==> config.mk <==
export PLATFORM = sky130hd
export DESIGN_NAME = neureka_tcdm_splitter_flat
export DESIGN_NICKNAME = d
export VERILOG_FILES = /design/src/rtl/neureka_tcdm_splitter_pkg.sv /design/src/rtl/neureka_tcdm_splitter_if.sv /design/src/rtl/neureka_split_resp_fifo.sv /design/src/rtl/neureka_tcdm_splitter.sv /design/src/flat_wrapper.sv
export SDC_FILE = /design/constraint.sdc
export NUM_CORES = 1
export LEC_CHECK = 0
export ABC_AREA = 1
export CAP_MARGIN = 15
export CORE_AREA = 2 2 627 629
export DETAILED_ROUTE_END_ITERATION = 8
export DIE_AREA = 0 0 629 631
export SETUP_SLACK_MARGIN = 0.2
export SLEW_MARGIN = 20
export SYNTH_ARGS = -nofsm -noshare
export SYNTH_HDL_FRONTEND = slang
export SYNTH_SLANG_ARGS = --single-unit
export TNS_END_PERCENT = 10
==> constraint.sdc <==
create_clock -name clk_i -period 5.5 [get_ports clk_i]
set_input_delay 1.1 -clock clk_i [delete_from_list [all_inputs] [get_ports clk_i]]
set_output_delay 1.1 -clock clk_i [all_outputs]
set_load 0.005 [all_outputs]
==> src/rtl/neureka_tcdm_splitter_pkg.sv <==
// Shared constants for the wide-to-narrow TCDM splitter.
package neureka_tcdm_splitter_pkg;

   localparam int unsigned NEUREKA_MEM_BANDWIDTH_EXT = 288;
   localparam int unsigned NEUREKA_SPLIT_MP          = NEUREKA_MEM_BANDWIDTH_EXT / 32;
   localparam int unsigned NEUREKA_SPLIT_RESP_DEPTH  = 2;
   localparam int unsigned NEUREKA_SPLIT_AW          = 32;

endpackage

==> src/rtl/neureka_tcdm_splitter_if.sv <==
// Wide HCI initiator side plus the MP narrow TCDM ports of the splitter.
interface neureka_tcdm_splitter_if #(
   parameter int unsigned MP = 9,
   parameter int unsigned AW = 32
);
   logic             req_i;
   logic             gnt_o;
   logic [AW-1:0]    add_i;
   logic             wen_i;
   logic [MP*4-1:0]  be_i;
   logic [MP*32-1:0] data_i;
   logic             r_valid_o;
   logic             r_ready_i;
   logic [MP*32-1:0] r_data_o;

   logic [MP-1:0]    tcdm_req_o;
   logic [MP-1:0]    tcdm_gnt_i;
   logic [MP*AW-1:0] tcdm_add_o;
   logic [MP-1:0]    tcdm_wen_o;
   logic [MP*4-1:0]  tcdm_be_o;
   logic [MP*32-1:0] tcdm_data_o;
   logic [MP-1:0]    tcdm_r_valid_i;
   logic [MP*32-1:0] tcdm_r_data_i;

   modport slave (
      input  req_i, add_i, wen_i, be_i, data_i, r_ready_i,
      input  tcdm_gnt_i, tcdm_r_valid_i, tcdm_r_data_i,
      output gnt_o, r_valid_o, r_data_o,
      output tcdm_req_o, tcdm_add_o, tcdm_wen_o, tcdm_be_o, tcdm_data_o
   );

   modport master (
      output req_i, add_i, wen_i, be_i, data_i, r_ready_i,
      output tcdm_gnt_i, tcdm_r_valid_i, tcdm_r_data_i,
      input  gnt_o, r_valid_o, r_data_o,
      input  tcdm_req_o, tcdm_add_o, tcdm_wen_o, tcdm_be_o, tcdm_data_o
   );

endinterface

==> src/rtl/neureka_split_resp_fifo.sv <==
// Per-port read response FIFO; registered head, push allowed while full if popping.
module neureka_split_resp_fifo #(
   parameter int unsigned DEPTH = 2,
   parameter int unsigned DW    = 32
) (
   input  logic          clk_i,
   input  logic          rst_i,
   input  logic          clear_i,
   input  logic          push_i,
   input  logic [DW-1:0] push_data_i,
   input  logic          pop_i,
   output logic          full_o,
   output logic          empty_o,
   output logic [DW-1:0] head_o
);
   localparam int unsigned PW = (DEPTH > 1) ? $clog2(DEPTH) : 1;
   localparam int unsigned CW = $clog2(DEPTH + 1);

   logic [DW-1:0] r_mem [DEPTH];
   logic [PW-1:0] r_wptr, r_rptr;
   logic [CW-1:0] r_cnt;
   logic          w_push, w_pop;

   function automatic logic [PW-1:0] next_ptr(input logic [PW-1:0] p);
      return (p == PW'(DEPTH - 1)) ? '0 : p + PW'(1);
   endfunction

   assign full_o  = (r_cnt == CW'(DEPTH));
   assign empty_o = (r_cnt == '0);
   assign w_pop   = pop_i & ~empty_o;
   assign w_push  = push_i & (~full_o | w_pop);
   assign head_o  = r_mem[r_rptr];

   always_ff @(posedge clk_i or posedge rst_i) begin
      if (rst_i) begin
         r_wptr <= '0;
         r_rptr <= '0;
         r_cnt  <= '0;
      end else if (clear_i) begin
         r_wptr <= '0;
         r_rptr <= '0;
         r_cnt  <= '0;
      end else begin
         if (w_push) r_wptr <= next_ptr(r_wptr);
         if (w_pop)  r_rptr <= next_ptr(r_rptr);
         case ({w_push, w_pop})
            2'b10:   r_cnt <= r_cnt + CW'(1);
            2'b01:   r_cnt <= r_cnt - CW'(1);
            default: r_cnt <= r_cnt;
         endcase
      end
   end

   always_ff @(posedge clk_i) begin
      if (w_push) r_mem[r_wptr] <= push_data_i;
   end

endmodule

==> src/rtl/neureka_tcdm_splitter.sv <==
// Splits a wide HCI request into MP independent 32-bit TCDM ports and reassembles the
// read responses, so ports may be granted and answer on different cycles.
module neureka_tcdm_splitter
   import neureka_tcdm_splitter_pkg::*;
#(
   parameter int unsigned MP           = NEUREKA_SPLIT_MP,
   parameter int unsigned AW           = NEUREKA_SPLIT_AW,
   parameter int unsigned RESP_DEPTH   = NEUREKA_SPLIT_RESP_DEPTH,
   parameter bit          SKIP_ZERO_BE = 1'b1
) (
   input  logic                   clk_i,
   input  logic                   rst_i,
   input  logic                   clear_i,
   neureka_tcdm_splitter_if.slave bus,
   output logic                   busy_o,
   output logic                   err_o
);
   localparam int unsigned CW = $clog2(RESP_DEPTH + 1);

   logic [MP-1:0]    r_done;
   logic             r_err;
   logic [MP-1:0]    w_skip, w_req, w_fin, w_rd_gnt, w_spur, w_push;
   logic [MP-1:0]    w_empty, w_full, w_cred_nz;
   logic [MP*32-1:0] w_head;
   logic             w_hold, w_gnt, w_rvalid, w_pop;

   // Outputs are forced quiet while reset or clear is active so nothing is accepted then.
   assign w_hold   = rst_i | clear_i;
   assign w_gnt    = bus.req_i & ~w_hold & (&w_fin);
   assign w_rvalid = ~|w_empty;
   assign w_pop    = w_rvalid & bus.r_ready_i;

   assign bus.gnt_o     = w_gnt;
   assign bus.r_valid_o = w_rvalid;
   assign bus.r_data_o  = w_rvalid ? w_head : '0;
   assign busy_o        = (|r_done) | (|w_cred_nz);
   assign err_o         = r_err;

   for (genvar ii = 0; ii < MP; ii++) begin : g_port
      logic [CW-1:0] r_cred;

      assign w_skip[ii]    = SKIP_ZERO_BE & ~bus.wen_i & (bus.be_i[4*ii +: 4] == 4'b0);
      assign w_req[ii]     = bus.req_i & ~w_hold & ~r_done[ii] & ~w_skip[ii]
                             & (~bus.wen_i | (r_cred < CW'(RESP_DEPTH)));
      assign w_fin[ii]     = r_done[ii] | w_skip[ii] | (w_req[ii] & bus.tcdm_gnt_i[ii]);
      assign w_rd_gnt[ii]  = w_req[ii] & bus.tcdm_gnt_i[ii] & bus.wen_i;
      assign w_spur[ii]    = bus.tcdm_r_valid_i[ii] & (r_cred == '0);
      assign w_push[ii]    = bus.tcdm_r_valid_i[ii] & ~w_spur[ii] & (~w_full[ii] | w_pop);
      assign w_cred_nz[ii] = (r_cred != '0);

      assign bus.tcdm_req_o[ii]            = w_req[ii];
      assign bus.tcdm_add_o[AW*ii +: AW]   = w_req[ii] ? bus.add_i + AW'(4 * ii) : '0;
      assign bus.tcdm_wen_o[ii]            = w_req[ii] & bus.wen_i;
      assign bus.tcdm_be_o[4*ii +: 4]      = w_req[ii] ? bus.be_i[4*ii +: 4] : '0;
      assign bus.tcdm_data_o[32*ii +: 32]  = w_req[ii] ? bus.data_i[32*ii +: 32] : '0;

      always_ff @(posedge clk_i or posedge rst_i) begin
         if (rst_i) begin
            r_cred <= '0;
         end else if (clear_i) begin
            r_cred <= '0;
         end else if (w_rd_gnt[ii] & ~w_pop) begin
            r_cred <= r_cred + CW'(1);
         end else if (~w_rd_gnt[ii] & w_pop) begin
            r_cred <= r_cred - CW'(1);
         end
      end

      neureka_split_resp_fifo #(
         .DEPTH (RESP_DEPTH),
         .DW    (32)
      ) i_fifo (
         .clk_i       (clk_i),
         .rst_i       (rst_i),
         .clear_i     (clear_i),
         .push_i      (w_push[ii]),
         .push_data_i (bus.tcdm_r_data_i[32*ii +: 32]),
         .pop_i       (w_pop),
         .full_o      (w_full[ii]),
         .empty_o     (w_empty[ii]),
         .head_o      (w_head[32*ii +: 32])
      );
   end

   always_ff @(posedge clk_i or posedge rst_i) begin
      if (rst_i) begin
         r_done <= '0;
      end else if (clear_i) begin
         r_done <= '0;
      end else if (w_gnt) begin
         r_done <= '0;
      end else if (bus.req_i) begin
         r_done <= w_fin;
      end
   end

   always_ff @(posedge clk_i or posedge rst_i) begin
      if (rst_i) begin
         r_err <= 1'b0;
      end else if (clear_i) begin
         r_err <= 1'b0;
      end else if (|w_spur) begin
         r_err <= 1'b1;
      end
   end

endmodule

==> src/flat_wrapper.sv <==
// flat-port wrapper written by rule: the top's interface ports become plain ports
module neureka_tcdm_splitter_flat import neureka_tcdm_splitter_pkg::*;
#(
   parameter int unsigned MP           = NEUREKA_SPLIT_MP,
   parameter int unsigned AW           = NEUREKA_SPLIT_AW,
   parameter int unsigned RESP_DEPTH   = NEUREKA_SPLIT_RESP_DEPTH,
   parameter bit          SKIP_ZERO_BE = 1'b1
)
  (clk_i, rst_i, clear_i, busy_o, err_o, bus_req_i, bus_add_i, bus_wen_i, bus_be_i, bus_data_i, bus_r_ready_i, bus_tcdm_gnt_i, bus_tcdm_r_valid_i, bus_tcdm_r_data_i, bus_gnt_o, bus_r_valid_o, bus_r_data_o, bus_tcdm_req_o, bus_tcdm_add_o, bus_tcdm_wen_o, bus_tcdm_be_o, bus_tcdm_data_o);
  neureka_tcdm_splitter_if #(.MP(MP), .AW(AW)) bus_i ();
  input  logic clk_i;
  input  logic rst_i;
  input  logic clear_i;
  output logic busy_o;
  output logic err_o;
  input wire logic [$bits(bus_i.req_i)-1:0] bus_req_i;
  input wire logic [$bits(bus_i.add_i)-1:0] bus_add_i;
  input wire logic [$bits(bus_i.wen_i)-1:0] bus_wen_i;
  input wire logic [$bits(bus_i.be_i)-1:0] bus_be_i;
  input wire logic [$bits(bus_i.data_i)-1:0] bus_data_i;
  input wire logic [$bits(bus_i.r_ready_i)-1:0] bus_r_ready_i;
  input wire logic [$bits(bus_i.tcdm_gnt_i)-1:0] bus_tcdm_gnt_i;
  input wire logic [$bits(bus_i.tcdm_r_valid_i)-1:0] bus_tcdm_r_valid_i;
  input wire logic [$bits(bus_i.tcdm_r_data_i)-1:0] bus_tcdm_r_data_i;
  output wire logic [$bits(bus_i.gnt_o)-1:0] bus_gnt_o;
  output wire logic [$bits(bus_i.r_valid_o)-1:0] bus_r_valid_o;
  output wire logic [$bits(bus_i.r_data_o)-1:0] bus_r_data_o;
  output wire logic [$bits(bus_i.tcdm_req_o)-1:0] bus_tcdm_req_o;
  output wire logic [$bits(bus_i.tcdm_add_o)-1:0] bus_tcdm_add_o;
  output wire logic [$bits(bus_i.tcdm_wen_o)-1:0] bus_tcdm_wen_o;
  output wire logic [$bits(bus_i.tcdm_be_o)-1:0] bus_tcdm_be_o;
  output wire logic [$bits(bus_i.tcdm_data_o)-1:0] bus_tcdm_data_o;
  assign bus_i.req_i = bus_req_i;
  assign bus_i.add_i = bus_add_i;
  assign bus_i.wen_i = bus_wen_i;
  assign bus_i.be_i = bus_be_i;
  assign bus_i.data_i = bus_data_i;
  assign bus_i.r_ready_i = bus_r_ready_i;
  assign bus_i.tcdm_gnt_i = bus_tcdm_gnt_i;
  assign bus_i.tcdm_r_valid_i = bus_tcdm_r_valid_i;
  assign bus_i.tcdm_r_data_i = bus_tcdm_r_data_i;
  assign bus_gnt_o = bus_i.gnt_o;
  assign bus_r_valid_o = bus_i.r_valid_o;
  assign bus_r_data_o = bus_i.r_data_o;
  assign bus_tcdm_req_o = bus_i.tcdm_req_o;
  assign bus_tcdm_add_o = bus_i.tcdm_add_o;
  assign bus_tcdm_wen_o = bus_i.tcdm_wen_o;
  assign bus_tcdm_be_o = bus_i.tcdm_be_o;
  assign bus_tcdm_data_o = bus_i.tcdm_data_o;
  neureka_tcdm_splitter #(.MP(MP), .AW(AW), .RESP_DEPTH(RESP_DEPTH), .SKIP_ZERO_BE(SKIP_ZERO_BE)) u_core (.clk_i(clk_i), .rst_i(rst_i), .clear_i(clear_i), .bus(bus_i), .busy_o(busy_o), .err_o(err_o));
endmodule
==> results.py <==
metrics = {
    "yosys": {
        "ys_types": 41,
        "yosysSeqAreaShare_pct": 56.51,
        "synth_top_area_share_pct": 51.72,
        "syn_inst": 3961,
        "synth_area_leader_cell": "edfxtp_1",
        "synth_area_mm2": 0.03344,
        "yosys_warnings": 0,
        "syn_avg_cell_area_um2": 8.442,
        "synthTopCellsByArea": "edfxtp_1, nand2_1, nor2_1",
        "synth.net_count": 4639,
        "ys_ff_latch": 640,
    },
    "setup_path": {
        "r2r_end": "u_core.g_port[3].i_fifo.r_mem[0][24]",
        "arrival_ns": 4.34,
        "critPathCaptureType": "output pin",
        "slowest_stage": "clkdlybuf4s50_1",
        "cp_max_fo": 8,
        "startpoint_type": "input port",
        "rrSetupSlack_ns": 2.83,
        "cpMostUsedCell": "clkdlybuf4s50_1",
        "cpPeakStageDelay_ns": 0.83,
        "endpoint": "bus_tcdm_add_o[118]",
        "cp_data_required_time_ns": 4.40,
        "crit_type": "input port to output pin",
        "path_cells": "clkdlybuf4s50_1, nand2_1, nor2_1, inv_2, nor2_4, nand2_2, inv_1, a21oi_1, a211oi_1, buf_4, clkdlybuf4s50_1",
        "crit_start": "bus_add_i[12]",
        "reg2reg_depth": 10,
        "r2r-start": "u_core.g_port[0].i_fifo.r_cnt[1]",
    },
    "floorplan": {
        "fp.dieW_um": 629,
        "dieArea_mm2": 0.3969,
        "coreArea_mm2": 0.3908,
        "fp-row-count": 230,
        "initial_utilization_pct": 8.557,
        "io_pins": 1590,
        "fp.dieH_um": 631,
    },
    "placed_design": {
        "dp_hpwl_um": 306100,
        "dpl.cell_count": 10830,
        "port_buffers": 1589,
        "globalplace.congestion": 0.9977,
        "dpl_cell_area_mm2": 0.05949,
    },
    "power_and_ir_drop": {
        "peakVddDrop_v": 0.0002657,
        "p_leak_uw": 0.02359,
        "power_density_mw_per_mm2": 224.8,
    },
    "clock_tree": {
        "path_clk_slew_ns": 0.06,
        "cts_tree": "built",
        "numCtsBuffers": 76,
        "cts.hold.buffers_added": 0,
        "cts.sinks": 640,
        "cts.path.max_buffers": 3,
        "root_buffer": "clkbuf_16",
        "h-tree-depth": 3,
        "clk-insertion-delay-late_ns": 0.69,
    },
    "cells_and_area": {
        "design_area_mm2": 0.06225,
        "final_layout_size_suffix_gt1_share_pct": 13.87,
        "final_cell_mix": "clkdlybuf4s50_1, nand2_1, nor2_1",
        "layout_commonest_cell": "clkdlybuf4s50_1",
        "syn_to_final_growth_pct": 86.17,
        "nNetsFinal": 6369,
        "fin_cells": 11070,
        "fillers": 44220,
    },
    "sta": {
        "finalSetupViolCount": 0,
        "maxSlewViolCount": 0,
        "period_minus_slack_ns": 5.444,
        "tightestPinTransition_ns": 0.9853,
        "clock.fmax_mhz": 183.7,
        "grt_setup_unrepaired": "yes",
        "slew_headroom_pct": 34.07,
        "hold_viol_final": 0,
        "skew_ns": 0.05972,
        "finalCritPeriodShare_pct": 98.98,
    },
    "global_routing": {
        "grt_max_degree": 59,
        "grt_antenna_before_repair": 243,
        "track_usage_pct": 16.83,
        "grt_pass1_vias": 35230,
        "overflow": 0,
        "grt_first_pass_wirelength_um": 424200,
    },
    "detailed_routing": {
        "vias": 37590,
        "wl_per_cell_um": 31.46,
        "drt-initial-drc-count": 3563,
        "routed_via_density": 3.396,
        "drc_errors": 0,
        "firstDrtPassIters": 8,
        "ant_nets": 0,
        "routed_wl_um": 348200,
    },
    "worst_hold_path": {
        "min_path_type": "flip-flop to flip-flop",
    },
    "job": {
        "drv_cap": 0,
    },
    "status": {
        "outcome": "complete, no violations",
    },
}
-- logic make-up (layout without fill, tap and decap cells) --
kind of cell / count (synthesis) / count (layout) / share of synthesized area, %
AND/OR/NAND/NOR: 1930 / 1930 / 24.04
buffers and inverters: 784 / 2578 / 9.242
flip-flops: 640 / 640 / 56.51
AO/OA/AOI/OAI: 547 / 547 / 8.494
XOR/XNOR: 50 / 50 / 1.332
adder cells (fa/ha/maj): 10 / 10 / 0.3742
other: 0 / 93 / 0
-- what timing repair did --
action	CTS	global route
gates resized for setup	8	1
endpoints found under the setup margin	180	14
gates cloned	0	0
setup buffers	4	0
pin swaps	3	0
-- metal layers --
layer | vias up | global-route usage [%] | share of wire, %
li1 | 16390 | - | -
met1 | 18010 | 18.07 | 35
met2 | 2483 | 27.12 | 46
met3 | 644 | 8.393 | 13
met4 | 66 | 8.840 | 5.6
met5 | - | 0 | 0.13
-- cells in the mapped netlist, drive strengths merged --
master    n
xor2     49
a31oi     5
o22ai    10
clkinv   18
nand2   973
nor3     94
or2       4
a211oi   22
dfrtp    64
nand3   117
nor4      8
o31ai     1
nor3b     1
a21oi   415
nor2    676
nand4    57
inv     555
xnor2     1
o21a      6
o21ai    88
edfxtp  576
clkbuf  116
buf      95
ha       10
-- sequential cells by signal, indices dropped and copies added, names as in the netlist --
signal                       flops
u_core.err_o                     1
u_core.g_port.i_fifo.r_cnt      18
u_core.g_port.i_fifo.r_mem     576
u_core.g_port.i_fifo.r_rptr      9
u_core.g_port.i_fifo.r_wptr      9
u_core.g_port.r_cred            18
u_core.r_done                    9
-- critical path: cells and delay by family --
| kind | cells | cell delay, ns |
|---|---|---|
| buffers and inverters | 5 | 1.91 |
| and+or+nand+nor | 4 | 0.88 |
| AOI/OAI and AO/OA | 2 | 0.44 |
-- final cells by class --
cell class / instances / area, um^2 / share of cell area (%)
diodes: 93 / 232.7 / 0.3738
clock buffers: 96 / 1997 / 3.208
clock inverters: 46 / 446.7 / 0.7175
inverters: 573 / 2168 / 3.483
multi-input cells: 2537 / 11620 / 18.67
flip-flops and latches: 640 / 18900 / 30.36
well taps: 5220 / 6531 / 10.49
repair buffers: 1863 / 20350 / 32.69
-- stage by stage --
| stage | setup WS, ns | power [uW] | utilization, % | setup TNS [ns] | hold WS, ns |
|---|---|---|---|---|---|
| floorplan | 1.727 | 7049 | - | 0 | 0.4489 |
| global placement | -0.5250 | 9058 | 15.22 | -19.27 | 0.4653 |
| detailed placement | -0.5628 | 9094 | 15.22 | -20.23 | 0.4649 |
| CTS | 0.1503 | 14180 | 15.87 | 0 | 0.4810 |
| global route | 0.04937 | 14560 | 15.91 | 0 | 0.4934 |
| finish | 0.05600 | 13990 | 15.93 | 0 | 0.4797 |
-- where the power goes --
| group | internal, uW | switching (uW) | leakage (uW) |
|---|---|---|---|
| logic | 1230 | 1760 | 0.0163 |
| registers | 5830 | 156 | 0.00610 |
| clock network | 2770 | 2250 | 0.00118 |
-- worst min path at each step --
stage	from	to	slack (ns)	depth (start not counted)
global route	u_core.r_done[8]	u_core.r_done[8]	0.49	2
CTS	u_core.r_done[3]	u_core.r_done[3]	0.48	2
detailed placement	u_core.r_done[3]	u_core.r_done[3]	0.46	2
global placement	u_core.r_done[3]	u_core.r_done[3]	0.47	2
finish	u_core.r_done[3]	u_core.r_done[3]	0.48	2
floorplan	u_core.r_done[3]	u_core.r_done[3]	0.45	2
(Power assumes the default switching activity.)
